==> src/rtl/fwd_hazard_if.sv <==
`default_nettype none
// ============================================================================
// fwd_hazard_if : ID-stage hazard inputs and EX/ID forwarding/stall outputs
// Revision      : 1.0
// ============================================================================
interface fwd_hazard_if #(
    parameter int REG_AW = 5,
    parameter int CNT_W  = 16
);
    logic              id_valid;
    logic [REG_AW-1:0] id_rs;
    logic [REG_AW-1:0] id_rt;
    logic              id_uses_rs;
    logic              id_uses_rt;
    logic [REG_AW-1:0] id_rd;
    logic              id_regwrite;
    logic              id_memread;
    logic              id_branch;
    logic              stall;
    logic [1:0]        fwd_a;
    logic [1:0]        fwd_b;
    logic              fwd_br_a;
    logic              fwd_br_b;
    logic [CNT_W-1:0]  stall_count;

    modport master (
        output id_valid, id_rs, id_rt, id_uses_rs, id_uses_rt,
               id_rd, id_regwrite, id_memread, id_branch,
        input  stall, fwd_a, fwd_b, fwd_br_a, fwd_br_b, stall_count
    );

    modport slave (
        input  id_valid, id_rs, id_rt, id_uses_rs, id_uses_rt,
               id_rd, id_regwrite, id_memread, id_branch,
        output stall, fwd_a, fwd_b, fwd_br_a, fwd_br_b, stall_count
    );
endinterface
`default_nettype wire

==> src/rtl/fwd_hazard_ctrl.sv <==
`default_nettype none
// ============================================================================
// fwd_hazard_ctrl : 5-stage MIPS forwarding selects, hazard stall and a
//                   saturating stall counter. Option macro: ID_BRANCH_FWD_EN.
// Revision        : 1.0
// ============================================================================
module fwd_hazard_ctrl #(
    parameter int REG_AW = 5,
    parameter int CNT_W  = 16
) (
    input  wire logic   clk,
    input  wire logic   reset,
    fwd_hazard_if.slave bus
);
    localparam logic [CNT_W-1:0] C_CNT_MAX = '1;

    logic [REG_AW-1:0] ex_rd_q, ex_rd_d, ex_rs_q, ex_rs_d, ex_rt_q, ex_rt_d;
    logic              ex_rw_q, ex_rw_d, ex_mr_q, ex_mr_d;
    logic [REG_AW-1:0] mem_rd_q, mem_rd_d;
    logic              mem_rw_q, mem_rw_d, mem_mr_q, mem_mr_d;
    logic [REG_AW-1:0] wb_rd_q, wb_rd_d;
    logic              wb_rw_q, wb_rw_d;
    logic [CNT_W-1:0]  cnt_q, cnt_d;

    logic       w_ma_ex, w_mb_ex, w_ma_mem, w_mb_mem;
    logic       w_load_use, w_br_stall, w_stall;
    logic       w_fwd_br_a, w_fwd_br_b;
    logic [1:0] w_fwd_a, w_fwd_b;

    // r0 is hard-wired to zero, so it can never be a producer.
    function automatic logic hit(input logic [REG_AW-1:0] rd, input logic [REG_AW-1:0] r);
        return (rd != '0) && (rd == r);
    endfunction

    function automatic logic [1:0] sel(input logic [REG_AW-1:0] r);
        if (mem_rw_q && hit(mem_rd_q, r))
            return 2'b10;
        else if (wb_rw_q && hit(wb_rd_q, r))
            return 2'b01;
        else
            return 2'b00;
    endfunction

    always_comb begin
        w_ma_ex    = bus.id_valid && bus.id_uses_rs && hit(ex_rd_q,  bus.id_rs);
        w_mb_ex    = bus.id_valid && bus.id_uses_rt && hit(ex_rd_q,  bus.id_rt);
        w_ma_mem   = bus.id_valid && bus.id_uses_rs && hit(mem_rd_q, bus.id_rs);
        w_mb_mem   = bus.id_valid && bus.id_uses_rt && hit(mem_rd_q, bus.id_rt);
        w_load_use = ex_mr_q && (w_ma_ex || w_mb_ex);
`ifdef ID_BRANCH_FWD_EN
        // ALU results in MEM feed the ID comparator; only a load in MEM must wait.
        w_br_stall = bus.id_branch &&
                     ((ex_rw_q && (w_ma_ex || w_mb_ex)) ||
                      (mem_mr_q && (w_ma_mem || w_mb_mem)));
        w_fwd_br_a = bus.id_branch && mem_rw_q && !mem_mr_q && w_ma_mem;
        w_fwd_br_b = bus.id_branch && mem_rw_q && !mem_mr_q && w_mb_mem;
`else
        w_br_stall = bus.id_branch &&
                     ((ex_rw_q  && (w_ma_ex  || w_mb_ex)) ||
                      (mem_rw_q && (w_ma_mem || w_mb_mem)));
        w_fwd_br_a = 1'b0;
        w_fwd_br_b = 1'b0;
`endif
        w_stall = w_load_use || w_br_stall;
        w_fwd_a = sel(ex_rs_q);
        w_fwd_b = sel(ex_rt_q);
    end

    always_comb begin
        mem_rd_d = ex_rd_q;
        mem_rw_d = ex_rw_q;
        mem_mr_d = ex_mr_q;
        wb_rd_d  = mem_rd_q;
        wb_rw_d  = mem_rw_q;
        ex_rd_d  = '0;
        ex_rs_d  = '0;
        ex_rt_d  = '0;
        ex_rw_d  = 1'b0;
        ex_mr_d  = 1'b0;
        if (bus.id_valid && !w_stall) begin
            ex_rd_d = bus.id_rd;
            ex_rs_d = bus.id_rs;
            ex_rt_d = bus.id_rt;
            ex_rw_d = bus.id_regwrite;
            ex_mr_d = bus.id_memread;
        end
        cnt_d = cnt_q;
        if (w_stall && (cnt_q != C_CNT_MAX))
            cnt_d = cnt_q + 1'b1;
    end

    always_ff @(posedge clk or posedge reset) begin
        if (reset) begin
            ex_rd_q  <= '0;
            ex_rs_q  <= '0;
            ex_rt_q  <= '0;
            ex_rw_q  <= 1'b0;
            ex_mr_q  <= 1'b0;
            mem_rd_q <= '0;
            mem_rw_q <= 1'b0;
            mem_mr_q <= 1'b0;
            wb_rd_q  <= '0;
            wb_rw_q  <= 1'b0;
            cnt_q    <= '0;
        end else begin
            ex_rd_q  <= ex_rd_d;
            ex_rs_q  <= ex_rs_d;
            ex_rt_q  <= ex_rt_d;
            ex_rw_q  <= ex_rw_d;
            ex_mr_q  <= ex_mr_d;
            mem_rd_q <= mem_rd_d;
            mem_rw_q <= mem_rw_d;
            mem_mr_q <= mem_mr_d;
            wb_rd_q  <= wb_rd_d;
            wb_rw_q  <= wb_rw_d;
            cnt_q    <= cnt_d;
        end
    end

    assign bus.stall       = w_stall;
    assign bus.fwd_a       = w_fwd_a;
    assign bus.fwd_b       = w_fwd_b;
    assign bus.fwd_br_a    = w_fwd_br_a;
    assign bus.fwd_br_b    = w_fwd_br_b;
    assign bus.stall_count = cnt_q;
endmodule
`default_nettype wire

==> src/flat_wrapper.sv <==
// flat-port wrapper written by rule: the top's interface ports become plain ports
module fwd_hazard_ctrl_flat 
#(
    parameter int REG_AW = 5,
    parameter int CNT_W  = 16
)
  (clk, reset, bus_id_valid, bus_id_rs, bus_id_rt, bus_id_uses_rs, bus_id_uses_rt, bus_id_rd, bus_id_regwrite, bus_id_memread, bus_id_branch, bus_stall, bus_fwd_a, bus_fwd_b, bus_fwd_br_a, bus_fwd_br_b, bus_stall_count);
  fwd_hazard_if #(.REG_AW(REG_AW), .CNT_W(CNT_W)) bus_i ();
  input  wire logic clk;
  input  wire logic reset;
  input wire logic [$bits(bus_i.id_valid)-1:0] bus_id_valid;
  input wire logic [$bits(bus_i.id_rs)-1:0] bus_id_rs;
  input wire logic [$bits(bus_i.id_rt)-1:0] bus_id_rt;
  input wire logic [$bits(bus_i.id_uses_rs)-1:0] bus_id_uses_rs;
  input wire logic [$bits(bus_i.id_uses_rt)-1:0] bus_id_uses_rt;
  input wire logic [$bits(bus_i.id_rd)-1:0] bus_id_rd;
  input wire logic [$bits(bus_i.id_regwrite)-1:0] bus_id_regwrite;
  input wire logic [$bits(bus_i.id_memread)-1:0] bus_id_memread;
  input wire logic [$bits(bus_i.id_branch)-1:0] bus_id_branch;
  output wire logic [$bits(bus_i.stall)-1:0] bus_stall;
  output wire logic [$bits(bus_i.fwd_a)-1:0] bus_fwd_a;
  output wire logic [$bits(bus_i.fwd_b)-1:0] bus_fwd_b;
  output wire logic [$bits(bus_i.fwd_br_a)-1:0] bus_fwd_br_a;
  output wire logic [$bits(bus_i.fwd_br_b)-1:0] bus_fwd_br_b;
  output wire logic [$bits(bus_i.stall_count)-1:0] bus_stall_count;
  assign bus_i.id_valid = bus_id_valid;
  assign bus_i.id_rs = bus_id_rs;
  assign bus_i.id_rt = bus_id_rt;
  assign bus_i.id_uses_rs = bus_id_uses_rs;
  assign bus_i.id_uses_rt = bus_id_uses_rt;
  assign bus_i.id_rd = bus_id_rd;
  assign bus_i.id_regwrite = bus_id_regwrite;
  assign bus_i.id_memread = bus_id_memread;
  assign bus_i.id_branch = bus_id_branch;
  assign bus_stall = bus_i.stall;
  assign bus_fwd_a = bus_i.fwd_a;
  assign bus_fwd_b = bus_i.fwd_b;
  assign bus_fwd_br_a = bus_i.fwd_br_a;
  assign bus_fwd_br_b = bus_i.fwd_br_b;
  assign bus_stall_count = bus_i.stall_count;
  fwd_hazard_ctrl #(.REG_AW(REG_AW), .CNT_W(CNT_W)) u_core (.clk(clk), .reset(reset), .bus(bus_i));
endmodule
==> config.mk <==
export PLATFORM = sky130hd
export DESIGN_NAME = fwd_hazard_ctrl_flat
export DESIGN_NICKNAME = d
export VERILOG_FILES = /design/src/rtl/fwd_hazard_if.sv /design/src/rtl/fwd_hazard_ctrl.sv /design/src/flat_wrapper.sv
export SDC_FILE = /design/constraint.sdc
export NUM_CORES = 1
export LEC_CHECK = 0
export ABC_AREA = 1
export ABC_CLOCK_PERIOD_IN_PS = 2700
export BUFFER_PORTS_ARGS = -buffer_cell sky130_fd_sc_hd__buf_2
export CAP_MARGIN = 5
export CORE_ASPECT_RATIO = 0.5
export CORE_MARGIN = 3
export CORE_UTILIZATION = 55
export DETAILED_ROUTE_END_ITERATION = 10
export MAX_ROUTING_LAYER = met4
export PLACE_DENSITY = 0.79
export SETUP_SLACK_MARGIN = 0.5
export SKIP_CTS_REPAIR_TIMING = 1
export SLEW_MARGIN = 10
export SYNTH_ARGS = -nofsm -noshare
export SYNTH_HDL_FRONTEND = slang
export SYNTH_SLANG_ARGS = --single-unit
==> constraint.sdc <==
create_clock -name clk -period 2.7 [get_ports clk]
set_input_delay 0.405 -clock clk [delete_from_list [all_inputs] [get_ports clk]]
set_output_delay 0.405 -clock clk [all_outputs]
set_load 0.05 [all_outputs]
==> results of run 1 <==
## routing by layer
| layer | global-route usage | vias to the layer above | part of all wire |
|---|---|---|---|
| met1 | 0.2895 | 1102 | 0.43 |
| li1 | - | 1193 | - |
| met3 | 0.05216 | 10 | 0.055 |
| met5 | - | - | 0 |
| met2 | 0.4167 | 79 | 0.51 |
| met4 | 0.03011 | 0 | 0.0081 |
## sequential cells by signal (all words and copies together), names as in the netlist
| register | flops |
|---|---|
| u_core.bus.stall_count | 16 |
| u_core.ex_mr_q | 1 |
| u_core.ex_rd_q | 5 |
| u_core.ex_rs_q | 5 |
| u_core.ex_rt_q | 5 |
| u_core.ex_rw_q | 1 |
| u_core.mem_rd_q | 5 |
| u_core.mem_rw_q | 1 |
| u_core.wb_rd_q | 5 |
| u_core.wb_rw_q | 1 |
## cells in the final DEF (no fill, tap or decap), types with 2 or more instances in the layout
cell type / n
buf_4: 9
o2111ai_1: 2
nand4_1: 2
dfrtp_2: 5
nor2_2: 3
buf_2: 41
clkbuf_8: 6
xor2_1: 10
nand2_1: 113
dfrtp_1: 40
xnor2_1: 10
conb_1: 2
o21ai_0: 5
o22ai_1: 3
nor3_1: 7
nand3_1: 36
inv_1: 38
nor2_1: 43
inv_2: 9
a21oi_1: 2
or2_2: 3
nand2_2: 2
## metrics by stage
| stage | utilization | instances | worst slack (ns) |
|---|---|---|---|
| CTS | 0.6989 | 452 | 0.4017 |
| global route | 0.7201 | 460 | 0.4886 |
| finish | 0.7201 | 460 | 0.5911 |
| floorplan | - | 354 | 0.4249 |
| global placement | 0.6782 | 445 | 0.7094 |
| detailed placement | 0.6782 | 445 | 0.6866 |
## power by group through the flow
| stage | clock [W] | sequential [W] | combinational (W) |
|---|---|---|---|
| finish | 0.000410 | 0.000744 | 0.000217 |
| global route | 0.000451 | 0.000750 | 0.000243 |
| CTS | 0.000424 | 0.000743 | 0.000212 |
| detailed placement | 0 | 0.000756 | 0.000211 |
| global placement | 0 | 0.000754 | 0.000206 |
| floorplan | 0 | 0.000774 | 0.000131 |
## worst max-delay path: cells and delay by family (launching register included)
kind                   cells  cell delay, ns
buffers and inverters      1            0.27
flip-flops                 1            0.47
AND/OR/NAND/NOR            5            0.69
## logic make-up (layout without fill, tap and decap cells)
family | count (synthesis) | after routing
and+or+nand+nor | 217 | 217
adders and majority gates | 1 | 1
other | 1 | 2
AOI/OAI and AO/OA | 14 | 14
buffers and inverters | 55 | 107
xor gates and xnor gates | 20 | 20
DFF | 45 | 45
## worst max path at each step
stage                              end  cells after the start                          from
final                     bus_fwd_b[0]                      6  u_core.mem_rd_q[3]$_DFF_PP0_
after global routing      bus_fwd_b[0]                      6  u_core.mem_rd_q[3]$_DFF_PP0_
after CTS                    bus_stall                      9  u_core.mem_rd_q[4]$_DFF_PP0_
after detailed placement     bus_stall                     10                  bus_id_valid
after global placement       bus_stall                     10                  bus_id_valid
after floorplan           bus_fwd_b[0]                      5  u_core.mem_rd_q[4]$_DFF_PP0_
## final cells by class
type | count | area, um^2
inverters | 48 | 180.2
clock buffers | 7 | 86.33
repair buffers | 52 | 291.5
fillers | 343 | 1171
multi-input cells | 254 | 1255
well taps | 54 | 67.56
flip-flops and latches | 45 | 1132
==> impl_metrics.xml, run 1 <==
<?xml version="1.0" encoding="UTF-8"?>
<metrics>
  <group name="run_status">
    <metric name="result_of_the_run" unit="">completed</metric>
  </group>
  <group name="critical_path">
    <metric name="worst-r2r-setup-slack" unit="ns">0.87</metric>
    <metric name="critPathKind" unit="">reg -&gt; out</metric>
    <metric name="timing.critical_path.arrival" unit="ns">1.70</metric>
    <metric name="crit_path_max_fanout" unit="">7</metric>
    <metric name="cell_breakdown_of_the_critical_path" unit="">nor3_2, nand3_1, nand3_1, nor4_4, nor2_1, buf_2</metric>
    <metric name="critPathSlowestCell" unit="">dfrtp_2</metric>
    <metric name="required" unit="ns">2.30</metric>
    <metric name="worstSetupStartpointType" unit="">flip-flop</metric>
    <metric name="worstSetupEndpointType" unit="">primary output</metric>
    <metric name="slowest_delay" unit="ns">0.47</metric>
    <metric name="worst-r2r-cell-count" unit="">9</metric>
    <metric name="path_common_cell" unit="">nand3_1</metric>
    <metric name="reg2reg_to" unit="">u_core.bus.stall_count[8]$_DFFE_PP0P_</metric>
    <metric name="critical_path.reg2reg.startpoint" unit="">u_core.bus.stall_count[0]$_DFFE_PP0P_</metric>
  </group>
  <group name="synth">
    <metric name="yosysMostFrequentCell" unit="">nand2_1</metric>
    <metric name="syn_inst" unit="">353</metric>
    <metric name="ys_top_cells_by_area" unit="">dfrtp_1 44%, nand2_1 16%, nand3_1 7.0%</metric>
    <metric name="synth_compound_area_frac" unit="">0.03256</metric>
    <metric name="synth_top_area_frac" unit="">0.4373</metric>
    <metric name="postSynth.asyncResetShare" unit="">1.000</metric>
    <metric name="post-synth-top-area-cell" unit="">dfrtp_1</metric>
    <metric name="yosys.area_share.xor_xnor" unit="">0.06803</metric>
    <metric name="sequential_share_of_the_synthesized_area" unit="">0.4373</metric>
    <metric name="yosys_warnings" unit="">0</metric>
    <metric name="postSynth.topFlopCell" unit="">dfrtp_1</metric>
    <metric name="synth.mux.area_fraction" unit="">0</metric>
    <metric name="yosys.area_share.adder" unit="">0.004859</metric>
    <metric name="synth-edff-count" unit="">0</metric>
    <metric name="netlist_area" unit="um^2">2575</metric>
    <metric name="synth_commonest_cells" unit="">113 x nand2_1, 45 x dfrtp_1, 44 x nor2_1</metric>
    <metric name="ys_ff_latch" unit="">45</metric>
    <metric name="synth.distinct_cells" unit="">30</metric>
    <metric name="synthesis.area_per_instance" unit="um^2">7.295</metric>
    <metric name="synth_simple_gate_area_share" unit="">0.3669</metric>
    <metric name="dominant_combinational_cell_family_by_area_after_synthesis" unit="">simple AND/OR/NAND/NOR gates</metric>
  </group>
  <group name="placement">
    <metric name="dpl_cell_area" unit="um^2">2838</metric>
    <metric name="dp.final_hpwl" unit="um">4385</metric>
    <metric name="port-buffer-count" unit="">43</metric>
    <metric name="routabilityCongestion" unit="">1.042</metric>
  </group>
  <group name="floorplan">
    <metric name="fp.dieArea" unit="um^2">5589</metric>
    <metric name="start_util" unit="">0.6154</metric>
    <metric name="std_cell_rows" unit="">16</metric>
    <metric name="dieHeight" unit="um">54.39</metric>
    <metric name="die_width" unit="um">102.8</metric>
    <metric name="placeableCoreArea" unit="um^2">4184</metric>
    <metric name="io_pins" unit="">46</metric>
  </group>
  <group name="global_route">
    <metric name="first_global_vias" unit="">2116</metric>
    <metric name="grt_remaining_overflow" unit="">0</metric>
    <metric name="antenna_found_initial" unit="">0</metric>
    <metric name="global_route_wire_length_before_repair" unit="um">9715</metric>
    <metric name="grt_usage" unit="">0.2346</metric>
    <metric name="grt_start_max_net_pins" unit="">25</metric>
  </group>
  <group name="pwr">
    <metric name="pwr-share-comb" unit="">0.158</metric>
    <metric name="clock_power_share" unit="">0.299</metric>
    <metric name="power.share.sequential" unit="">0.543</metric>
    <metric name="intPower" unit="W">0.0009817</metric>
    <metric name="power_per_cell_area" unit="nW/um^2">455.0</metric>
    <metric name="power_switching_share" unit="">0.2839</metric>
    <metric name="p_switching" unit="W">0.0003892</metric>
    <metric name="p_leak" unit="nW">1.693</metric>
    <metric name="power.ir.vdd_worst" unit="mV">0.2729</metric>
    <metric name="fin_total_pwr" unit="W">0.001371</metric>
  </group>
  <group name="flow_run">
    <metric name="maxCapViolations" unit="">0</metric>
  </group>
  <group name="layout">
    <metric name="area.growth.synth_to_final" unit="%">17.01</metric>
    <metric name="finished_layout_cell_area" unit="um^2">3013</metric>
    <metric name="fin_nets" unit="">430</metric>
    <metric name="drive_above_1_share" unit="">0.2143</metric>
    <metric name="antenna_cells_inserted" unit="">0</metric>
  </group>
  <group name="detailed_routing">
    <metric name="drtPass1Iterations" unit="">4</metric>
    <metric name="totalWireLength" unit="um">5833</metric>
    <metric name="post_drt_wl_per_cell" unit="um">12.68</metric>
    <metric name="post_drt_via_cell_ratio" unit="">5.183</metric>
    <metric name="dr.first_iter.drc_count" unit="">99</metric>
    <metric name="remaining_drcs" unit="">0</metric>
    <metric name="ant_nets" unit="">0</metric>
    <metric name="vias" unit="">2384</metric>
  </group>
  <group name="cts">
    <metric name="cts_sinks" unit="">45</metric>
    <metric name="clock_path_buffers" unit="">2</metric>
    <metric name="cts_inserted_buffers" unit="">5</metric>
    <metric name="ctsHtreeMaxLevel" unit="">2</metric>
    <metric name="clock_tree_from_tritoncts" unit="">built</metric>
    <metric name="path_clk_slew" unit="ns">0.08</metric>
    <metric name="worstSkewPairLatency" unit="ns">0.29</metric>
    <metric name="clk_root_buffer_cell" unit="">clkbuf_8</metric>
  </group>
  <group name="sta">
    <metric name="slew_margin_rel" unit="">0.4418</metric>
    <metric name="rsz0062_at_grt" unit="">false</metric>
    <metric name="fin_tns_setup" unit="ns">0</metric>
    <metric name="layout_min_cycle_time" unit="ns">2.109</metric>
    <metric name="setup_viol" unit="">0</metric>
    <metric name="final-max-slew-violation-count" unit="">0</metric>
    <metric name="max_freq" unit="GHz">0.4742</metric>
    <metric name="finalClockSkew" unit="ns">0.005660</metric>
    <metric name="finalCritPeriodShare" unit="">0.7811</metric>
    <metric name="timing_hold_violations_final" unit="">0</metric>
    <metric name="worstMarginPinSlew" unit="ns">0.8322</metric>
    <metric name="worst_hold_slack_across_all_endpoints" unit="ns">0.1667</metric>
  </group>
  <group name="worst_hold_path">
    <metric name="hp-class" unit="">in -&gt; async</metric>
  </group>
</metrics>
Power figures use the tool's default switching activity.
==> run 2: changes to the inputs <==
ABC_CLOCK_PERIOD_IN_PS = 1800   (was 2700)
CORE_UTILIZATION = 50   (was 55)
PLACE_DENSITY = 0.76   (was 0.79)
clock period = 1.8 ns   (was 2.7 ns; I/O delays follow)
==> run 2 against run 1 <==
The run now ends with setup timing left; register-to-register slack got worse by 0.82 ns; core utilization is 4.1 points higher; highest routed layer unchanged; hold slack worse by 0.040 ns; power up 64%; setup slack got worse by 0.78 ns; routed wire length is 27% higher; clock power up 60%; cell count rose by 6.7%; first-iteration DRC count rose by 74%; sequential share of layout area shrank 5.5 points.
==> impl_metrics.xml, run 2 (synthesized netlist as in run 1, its figures left out) <==
<?xml version="1.0" encoding="UTF-8"?>
<metrics>
  <group name="run_status">
    <metric name="result_of_the_run" unit="">finished with violations</metric>
    <metric name="violations_in_the_final_reports" unit="">setup timing</metric>
  </group>
  <group name="sta">
    <metric name="timing_hold_violations_final" unit="">0</metric>
    <metric name="finalWorstSetupSlack" unit="ns">-0.1879</metric>
    <metric name="slew_margin_rel" unit="">0.5587</metric>
    <metric name="finalCritPeriodShare" unit="">1.104</metric>
    <metric name="max_freq" unit="GHz">0.5031</metric>
    <metric name="final-max-slew-violation-count" unit="">0</metric>
    <metric name="worst_hold_slack_across_all_endpoints" unit="ns">0.1267</metric>
    <metric name="worstMarginPinSlew" unit="ns">0.6583</metric>
    <metric name="layout_min_cycle_time" unit="ns">1.988</metric>
    <metric name="finalClockSkew" unit="ns">0.01228</metric>
    <metric name="setup_viol" unit="">5</metric>
    <metric name="rsz0062_at_grt" unit="">true</metric>
  </group>
  <group name="critical_path">
    <metric name="reg2reg_to" unit="">u_core.bus.stall_count[8]$_DFFE_PP0P_</metric>
    <metric name="timing.critical_path.arrival" unit="ns">1.72</metric>
    <metric name="critical_path.reg2reg.startpoint" unit="">u_core.mem_rd_q[4]$_DFF_PP0_</metric>
    <metric name="worstSetupStartpointType" unit="">flip-flop</metric>
    <metric name="crit_path_max_fanout" unit="">7</metric>
    <metric name="worst-r2r-setup-slack" unit="ns">0.05</metric>
    <metric name="setup.worst_path.end" unit="">bus_stall</metric>
    <metric name="worstSetupEndpointType" unit="">primary output</metric>
    <metric name="critPathKind" unit="">reg -&gt; out</metric>
    <metric name="crit_start" unit="">u_core.mem_rd_q[4]$_DFF_PP0_</metric>
    <metric name="slowest_delay" unit="ns">0.43</metric>
    <metric name="critPathSlowestCell" unit="">dfrtp_2</metric>
    <metric name="required" unit="ns">1.53</metric>
    <metric name="worst-r2r-cell-count" unit="">13</metric>
    <metric name="cell_breakdown_of_the_critical_path" unit="">buf_6, inv_2, nand2_1, o21ai_1, nor2_1, nand3_1, nand2_2, nand2_4, nand2_8, buf_8</metric>
  </group>
  <group name="placement">
    <metric name="pre_cts_slack" unit="ns">0.05317</metric>
    <metric name="port-buffer-count" unit="">43</metric>
    <metric name="dp.final_hpwl" unit="um">4439</metric>
    <metric name="routabilityCongestion" unit="">0.9128</metric>
  </group>
  <group name="layout">
    <metric name="antenna_cells_inserted" unit="">0</metric>
    <metric name="area.growth.synth_to_final" unit="%">38.39</metric>
    <metric name="largest_register_ff_count" unit="">16</metric>
    <metric name="fin_nets" unit="">448</metric>
    <metric name="most_common_library_cell_in_the_layout_ignoring_fill_and_taps" unit="">nand2_1</metric>
    <metric name="mostFrequentLayoutCells" unit="">107 x nand2_1, 38 x inv_1, 31 x dfrtp_1, 30 x nor2_1, 27 x nand3_1</metric>
    <metric name="drive_above_1_share" unit="">0.3576</metric>
  </group>
  <group name="pwr">
    <metric name="p_leak" unit="nW">1.831</metric>
    <metric name="power.ir.vdd_worst" unit="mV">0.5579</metric>
    <metric name="power_per_cell_area" unit="nW/um^2">630.8</metric>
  </group>
  <group name="floorplan">
    <metric name="fp.dieArea" unit="um^2">6100</metric>
    <metric name="die_width" unit="um">107.5</metric>
    <metric name="io_pins" unit="">46</metric>
    <metric name="dieHeight" unit="um">56.75</metric>
    <metric name="start_util" unit="">0.5503</metric>
    <metric name="placeableCoreArea" unit="um^2">4679</metric>
    <metric name="std_cell_rows" unit="">17</metric>
  </group>
  <group name="detailed_routing">
    <metric name="wl_met1" unit="um">2895</metric>
    <metric name="drtPass1Iterations" unit="">6</metric>
    <metric name="post_drt_via_cell_ratio" unit="">5.393</metric>
    <metric name="remaining_drcs" unit="">0</metric>
    <metric name="vias" unit="">2648</metric>
    <metric name="ant_nets" unit="">0</metric>
    <metric name="routed_met3_length" unit="um">520</metric>
    <metric name="post_drt_wl_per_cell" unit="um">15.05</metric>
    <metric name="totalWireLength" unit="um">7391</metric>
    <metric name="dr.first_iter.drc_count" unit="">172</metric>
    <metric name="topRoutingLayerUsed" unit="">met4</metric>
    <metric name="met2_wirelength" unit="um">3805</metric>
  </group>
  <group name="cts">
    <metric name="ctsHtreeMaxLevel" unit="">2</metric>
    <metric name="cts_sinks" unit="">45</metric>
    <metric name="worstSkewPairLatency" unit="ns">0.30</metric>
    <metric name="clock_tree_from_tritoncts" unit="">built</metric>
    <metric name="cts_inserted_buffers" unit="">5</metric>
    <metric name="path_clk_slew" unit="ns">0.09</metric>
    <metric name="clock_path_buffers" unit="">2</metric>
    <metric name="clk_root_buffer_cell" unit="">clkbuf_8</metric>
  </group>
  <group name="global_route">
    <metric name="grt_start_max_net_pins" unit="">46</metric>
    <metric name="global_route_wire_length_before_repair" unit="um">10340</metric>
    <metric name="antenna_found_initial" unit="">0</metric>
    <metric name="grt_remaining_overflow" unit="">0</metric>
    <metric name="first_global_vias" unit="">2323</metric>
    <metric name="grt_usage" unit="">0.2174</metric>
  </group>
  <group name="flow_run">
    <metric name="maxCapViolations" unit="">0</metric>
  </group>
  <group name="worst_hold_path">
    <metric name="hp-class" unit="">in -&gt; async</metric>
  </group>
</metrics>
-- run 2: cell types whose count changed in the layout (fill, tap and decap cells not counted), moves of 4 or more --
cell	change
buf_8	+4
nor2_2	+11
buf_2	-16
nand3_1	-9
nand2_1	-6
buf_6	+11
nand3_4	+5
clkbuf_4	+6
buf_4	+7
nor2_1	-13
dfrtp_2	+9
dfrtp_1	-9
nand3_2	+9
-- run 2: report_power, final --
group | switching, W | total [W] | internal [W] | leakage (nW)
combinational | 0.000270 | 0.000466 | 0.000195 | 1.21
sequential | 0.0000649 | 0.00113 | 0.00106 | 0.575
clock | 0.000344 | 0.000656 | 0.000312 | 0.0445
-- run 2: layout make-up --
type / count / area, um^2
clock buffers: 7 / 86.33
clock inverters: 1 / 7.507
fillers: 347 / 1116
inverters: 48 / 191.4
multi-input cells: 260 / 1559
flip-flops and latches: 45 / 1144
well taps: 66 / 82.58
repair buffers: 64 / 493.0
-- run 2: through the flow --
| stage | setup TNS [ns] | cells | util | power (W) | area, um^2 |
|---|---|---|---|---|---|
| 5_1_grt | -1.189 | 491 | 0.7615 | 0.002368 | 3563 |
| 3_5_place_dp | 0 | 459 | 0.6289 | 0.001475 | 2943 |
| 6_report | -0.6761 | 491 | 0.7615 | 0.002248 | 3563 |
| 3_3_place_gp | 0 | 459 | 0.6289 | 0.001463 | 2943 |
| 2_1_floorplan | -0.09596 | 354 | - | 0.001379 | 2699 |
| 4_1_cts | -1.159 | 467 | 0.6489 | 0.002117 | 3037 |
-- run 2: worst min-delay path by stage --
stage                                        endpoint  slack [ns]  cells after the start
6_report        u_core.bus.stall_count[4]$_DFFE_PP0P_        0.13                      3
5_1_grt                   u_core.ex_rd_q[0]$_DFF_PP0_        0.15                      3
4_1_cts        u_core.bus.stall_count[15]$_DFFE_PP0P_        0.15                      3
3_5_place_dp                u_core.mem_rw_q$_DFF_PP0_        0.38                      0
3_3_place_gp                u_core.mem_rw_q$_DFF_PP0_        0.37                      0
2_1_floorplan  u_core.bus.stall_count[10]$_DFFE_PP0P_        0.28                      1
-- run 2: worst max-delay path, delay by kind of cell (launching register included) --
kind	cells	cell delay, ns
AND/OR/NAND/NOR	6	0.59
buffers and inverters	3	0.32
AO/OA/AOI/OAI	1	0.08
flip-flops	1	0.43
-- run 2: metal layers --
layer,vias up,GRT usage
met5,-,-
li1,1251,-
met1,1248,0.2639
met3,24,0.04248
met4,0,0.07014
met2,125,0.3675
